--- config.mk ---
export PLATFORM = sky130hd
export DESIGN_NAME = apb_requester
export DESIGN_NICKNAME = d
export VERILOG_FILES = /design/src/rtl/apb_requester.sv
export SDC_FILE = /design/constraint.sdc
export NUM_CORES = 1
export LEC_CHECK = 0
export CAP_MARGIN = 5
export CORE_MARGIN = 3
export CORE_UTILIZATION = 41
export CTS_CLUSTER_SIZE = 8
export DETAILED_ROUTE_END_ITERATION = 6
export PLACE_DENSITY = 0.82
export SLEW_MARGIN = 0
export SYNTH_ARGS = -nofsm -noshare
export SYNTH_HDL_FRONTEND = slang
export SYNTH_SLANG_ARGS = --single-unit
export TNS_END_PERCENT = 20
--- constraint.sdc ---
create_clock -name PCLK -period 3.9 [get_ports PCLK]
set_input_delay 0.585 -clock PCLK [delete_from_list [all_inputs] [get_ports PCLK]]
set_output_delay 0.585 -clock PCLK [all_outputs]
set_load 0.01 [all_outputs]
--- src/rtl/apb_requester.sv ---
// apb_requester: turns single local commands into APB SETUP/ACCESS transfers
// with wait states, PSLVERR, byte strobes and a bus-hang timeout.
module apb_requester #(
    parameter int DataWidth     = 32,
    parameter int AddrWidth     = 32,
    parameter int TimeoutCycles = 16,
    localparam int StrbWidth    = DataWidth / 8
) (
    input  logic                 PCLK,
    input  logic                 reset,
    input  logic                 CmdValid,
    output logic                 CmdReady,
    input  logic                 CmdWrite,
    input  logic [AddrWidth-1:0] CmdAddr,
    input  logic [DataWidth-1:0] CmdWData,
    input  logic [StrbWidth-1:0] CmdStrb,
    output logic                 RspValid,
    input  logic                 RspReady,
    output logic [DataWidth-1:0] RspRData,
    output logic                 RspError,
    output logic                 RspTimeout,
    output logic                 PSEL,
    output logic                 PENABLE,
    output logic                 PWRITE,
    output logic [AddrWidth-1:0] PADDR,
    output logic [DataWidth-1:0] PWDATA,
    output logic [StrbWidth-1:0] PSTRB,
    input  logic [DataWidth-1:0] PRDATA,
    input  logic                 PREADY,
    input  logic                 PSLVERR
);
    localparam int CntWidth = (TimeoutCycles > 0) ? $clog2(TimeoutCycles + 1) : 1;
    localparam logic [CntWidth-1:0] CntLast = CntWidth'((TimeoutCycles > 0) ? TimeoutCycles - 1 : 0);

    typedef enum logic [1:0] {IDLE, SETUP, ACCESS, RESP} state_t;

    state_t              state;
    logic [CntWidth-1:0] wait_cnt;

    assign CmdReady = (state == IDLE);

    always_ff @(posedge PCLK or posedge reset) begin
        if (reset) begin
            state      <= IDLE;
            wait_cnt   <= '0;
            PSEL       <= 1'b0;
            PENABLE    <= 1'b0;
            PWRITE     <= 1'b0;
            PADDR      <= '0;
            PWDATA     <= '0;
            PSTRB      <= '0;
            RspValid   <= 1'b0;
            RspRData   <= '0;
            RspError   <= 1'b0;
            RspTimeout <= 1'b0;
        end else begin
            case (state)
                IDLE: if (CmdValid) begin
                    PWRITE   <= CmdWrite;
                    PADDR    <= CmdAddr;
                    PSTRB    <= CmdWrite ? CmdStrb : '0;
                    PSEL     <= 1'b1;
                    wait_cnt <= '0;
                    state    <= SETUP;
                    if (CmdWrite) PWDATA <= CmdWData;
                end
                SETUP: begin
                    PENABLE <= 1'b1;
                    state   <= ACCESS;
                end
                ACCESS: if (PREADY) begin
                    PSEL       <= 1'b0;
                    PENABLE    <= 1'b0;
                    RspRData   <= PWRITE ? '0 : PRDATA;
                    RspError   <= PSLVERR;
                    RspTimeout <= 1'b0;
                    RspValid   <= 1'b1;
                    state      <= RESP;
                end else if (TimeoutCycles != 0 && wait_cnt == CntLast) begin
                    PSEL       <= 1'b0;
                    PENABLE    <= 1'b0;
                    RspRData   <= '0;
                    RspError   <= 1'b1;
                    RspTimeout <= 1'b1;
                    RspValid   <= 1'b1;
                    state      <= RESP;
                end else if (wait_cnt != '1) begin
                    // saturate so a disabled timeout never wraps the counter
                    wait_cnt <= wait_cnt + CntWidth'(1);
                end
                RESP: if (RspReady) begin
                    RspValid <= 1'b0;
                    state    <= IDLE;
                end
                default: state <= IDLE;
            endcase
        end
    end
endmodule

==> flow_metrics.py <==
metrics = {
    "cts": {
        "cts_setup_buffers": 0,
        "cts_tree": "yes",
        "h-tree-depth": 4,
        "clock_latency_ns": 0.51,
        "ctsHoldBuffers": 0,
        "root_buffer": "clkbuf_8",
        "cts_sinks": 113,
        "path_clk_slew_ns": 0.06,
        "cts_buffers": 17,
        "clock_path_buffers": 2,
        "ctsResizeCount": 0,
    },
    "timing": {
        "worst_hold_slack_ns": 0.503,
        "fin_crit_ns": 2.64,
        "rsz0062_at_grt": "no",
        "slew_headroom_pct": 30.2,
        "hold_viol_final": 0,
        "post-route-period-util_pct": 67.6,
        "fmax_mhz": 379,
        "drv_slew": 0,
        "worstMarginPinSlew_ns": 1.05,
        "tns_ns": 0,
        "skew_ns": 0.00843,
        "setup_violations": 0,
    },
    "yosys": {
        "syn-mean-instance-area_um2": 15.2,
        "synth_seq_cells": 113,
        "synth_warnings": 0,
        "ys_types": 32,
        "netlist_instances": 289,
        "seq_area_frac_synth_pct": 64.4,
        "syn_area_um2": 4390,
        "syn_nets": 404,
    },
    "routing": {
        "vias": 3225,
        "routed_wl_um": 11400,
        "viasPerCell": 4.92,
        "antenna_left": 0,
        "drc_errors": 0,
        "drt_iter0_drc": 99,
        "drt_first_pass_iters": 4,
        "wl_per_cell_um": 17.4,
    },
    "global_routing": {
        "overflow": 0,
        "grt_use_total_pct": 19.0,
        "grt_pass1_wl_um": 17200,
        "antenna_found_initial": 0,
        "grt_max_degree": 61,
        "grt_pass1_vias": 3338,
    },
    "place": {
        "dp_hpwl_um": 8490,
        "gp_congestion": 0.808,
        "port_buffers": 213,
        "dpl_cell_area_um2": 6650,
        "place_inst": 626,
    },
    "final_layout": {
        "fin_cells": 656,
        "layout_commonest_cell": "clkdlybuf4s50_1",
        "nFillCells": 754,
        "nNetsFinal": 624,
        "finalInstanceArea_um2": 7190,
        "syn2layout_area_growth_pct": 63.7,
        "drive_gt1_share_pct": 19.8,
        "final_cell_mix": "213 x clkdlybuf4s50_1, 113 x dfrtp_1, 63 x mux2_2",
        "antennaDiodeCount": 0,
    },
    "power": {
        "switching_share_pct": 29.6,
        "combPwrFrac_pct": 41.9,
        "p_seq_share_pct": 34.4,
        "internal_power_mw": 4.23,
        "ir_worst_vdd_uv": 441,
        "p_clk_share_pct": 23.7,
        "p_per_area_nw_per_um2": 835,
        "power_switching_mw": 1.78,
        "power_leakage_nw": 3.07,
    },
    "die": {
        "pin_count": 214,
        "start_util_pct": 42.4,
        "rows": 37,
        "dieArea_um2": 12000,
        "coreArea_um2": 10400,
        "die_x_um": 110,
        "die_h_um": 110,
    },
    "setup_path": {
        "crit_arrival_ns": 3.07,
        "timing.rr.start": "state[0]$_DFFE_PP0P_",
        "criticalPathCategory": "flop to flop",
        "worstSetupStartpointType": "flop",
        "slowest_delay_ns": 0.82,
        "cp_slowest_cell": "nor2_2",
        "startpoint": "state[0]$_DFFE_PP0P_",
        "crit_fanout": 25,
        "critPathRequiredTime_ns": 4.34,
        "cp_top_family": "simple AND/OR/NAND/NOR gates",
        "path_cells": "inv_1 > ha_1 > nand2_1 > nor2_2 > buf_4 > a22o_1",
        "endpoint_kind": "flop",
        "crit_buf_inv": 2,
    },
    "worst_hold_path": {
        "hold_class": "flop to flop",
        "min-delay-start": "RspRData[21]$_DFFE_PP0P_",
    },
    "status": {
        "status": "finished clean",
    },
    "flow_run": {
        "maxCapViolCount": 0,
    },
}
## cells in the mapped netlist
cell / count / area share (%)
o32a_1: 1 / 0.23
mux2_2: 63 / 16
o21a_1: 1 / 0.17
buf_2: 9 / 1.0
nand2b_1: 1 / 0.14
o21ai_0: 8 / 0.91
nand4_1: 2 / 0.28
nand2_2: 1 / 0.14
nor2_2: 1 / 0.14
dfrtp_1: 113 / 64
o21ai_1: 1 / 0.11
buf_6: 4 / 1.0
o311ai_0: 1 / 0.20
nor2b_1: 2 / 0.28
o211ai_1: 1 / 0.17
clkbuf_1: 1 / 0.085
nand2_1: 4 / 0.34
nor4b_4: 1 / 0.54
o221ai_1: 1 / 0.20
inv_1: 10 / 0.85
ha_1: 8 / 2.3
and3_1: 2 / 0.28
nand4b_1: 1 / 0.20
a21o_1: 1 / 0.17
nand3b_1: 2 / 0.34
a22o_1: 36 / 7.2
nor2_1: 3 / 0.26
nand3_1: 2 / 0.23
a21oi_1: 4 / 0.46
mux2_4: 2 / 0.68
a221oi_2: 1 / 0.34
mux2i_1: 1 / 0.23
## stage by stage
stage | setup WS [ns] | total power, mW | util, %
after CTS | 1.24 | 6.07 | 69.4
after floorplan | 0.328 | 3.17 | -
after global placement | 1.23 | 4.54 | 64.1
final | 1.26 | 6.01 | 69.4
after global routing | 1.05 | 6.33 | 69.4
after detailed placement | 1.14 | 4.63 | 64.1
## power by group through the flow
stage / Combinational (mW) / Clock [mW] / Sequential, mW
floorplan: 0.864 / 0 / 2.31
global placement: 2.49 / 0 / 2.05
detailed placement: 2.55 / 0 / 2.08
CTS: 2.56 / 1.45 / 2.07
global route: 2.70 / 1.50 / 2.13
finish: 2.52 / 1.42 / 2.07
## per-layer routing
metal	up-vias	routed length (um)	GRT usage, %
li1	1490	-	-
met1	1572	4170	21.1
met2	151	5850	32.3
met3	12	1260	8.87
met4	0	140	6.23
met5	-	0	0
## final cells by class
type / count / area (um2) / area share, %
clock buffers: 19 / 432 / 6.00
inverters: 10 / 40.0 / 0.557
repair buffers: 215 / 2160 / 30.0
flip-flops and latches: 113 / 2830 / 39.3
clock inverters: 11 / 116 / 1.62
multi-input cells: 152 / 1450 / 20.1
well taps: 136 / 170 / 2.37
## sequential cells by signal, summed over array words and instances, names as in the netlist
name        cells
PADDR          32
PWDATA         32
RspRData       32
wait_cnt        5
PSTRB           4
state           2
PENABLE         1
PSEL            1
PWRITE          1
RspError        1
RspTimeout      1
RspValid        1
## kinds of logic after synthesis
| family | synth area share, % |
|---|---|
| adder cells (fa/ha/maj) | 2.28 |
| buffers and inverters | 2.99 |
| AO/OA/AOI/OAI | 10.1 |
| flip-flops | 64.4 |
| multiplexers | 17.1 |
| AND/OR/NAND/NOR | 3.19 |
## final timing paths
kind	endpoint	slack, ns	depth (start not counted)
min in group asynchronous	PWDATA[15]$_DFFE_PP0P_	0.51	2
worst max-delay path	RspRData[22]$_DFFE_PP0P_	1.26	6
worst max register to register	RspRData[22]$_DFFE_PP0P_	1.26	6
worst min-delay path	RspRData[21]$_DFFE_PP0P_	0.50	1
worst min register to register	RspRData[21]$_DFFE_PP0P_	0.50	1
max in group asynchronous	RspRData[20]$_DFFE_PP0P_	2.60	3
## worst register-to-register path: cells and delay by family, from the launching register on
kind                     cells  cell delay, ns
flip-flops                   1            0.42
AO/OA/AOI/OAI                1            0.14
buffers and inverters        2            0.44
AND/OR/NAND/NOR              2            1.02
adder cells (fa/ha/maj)      1            0.56
Power figures use the tool's default switching activity.
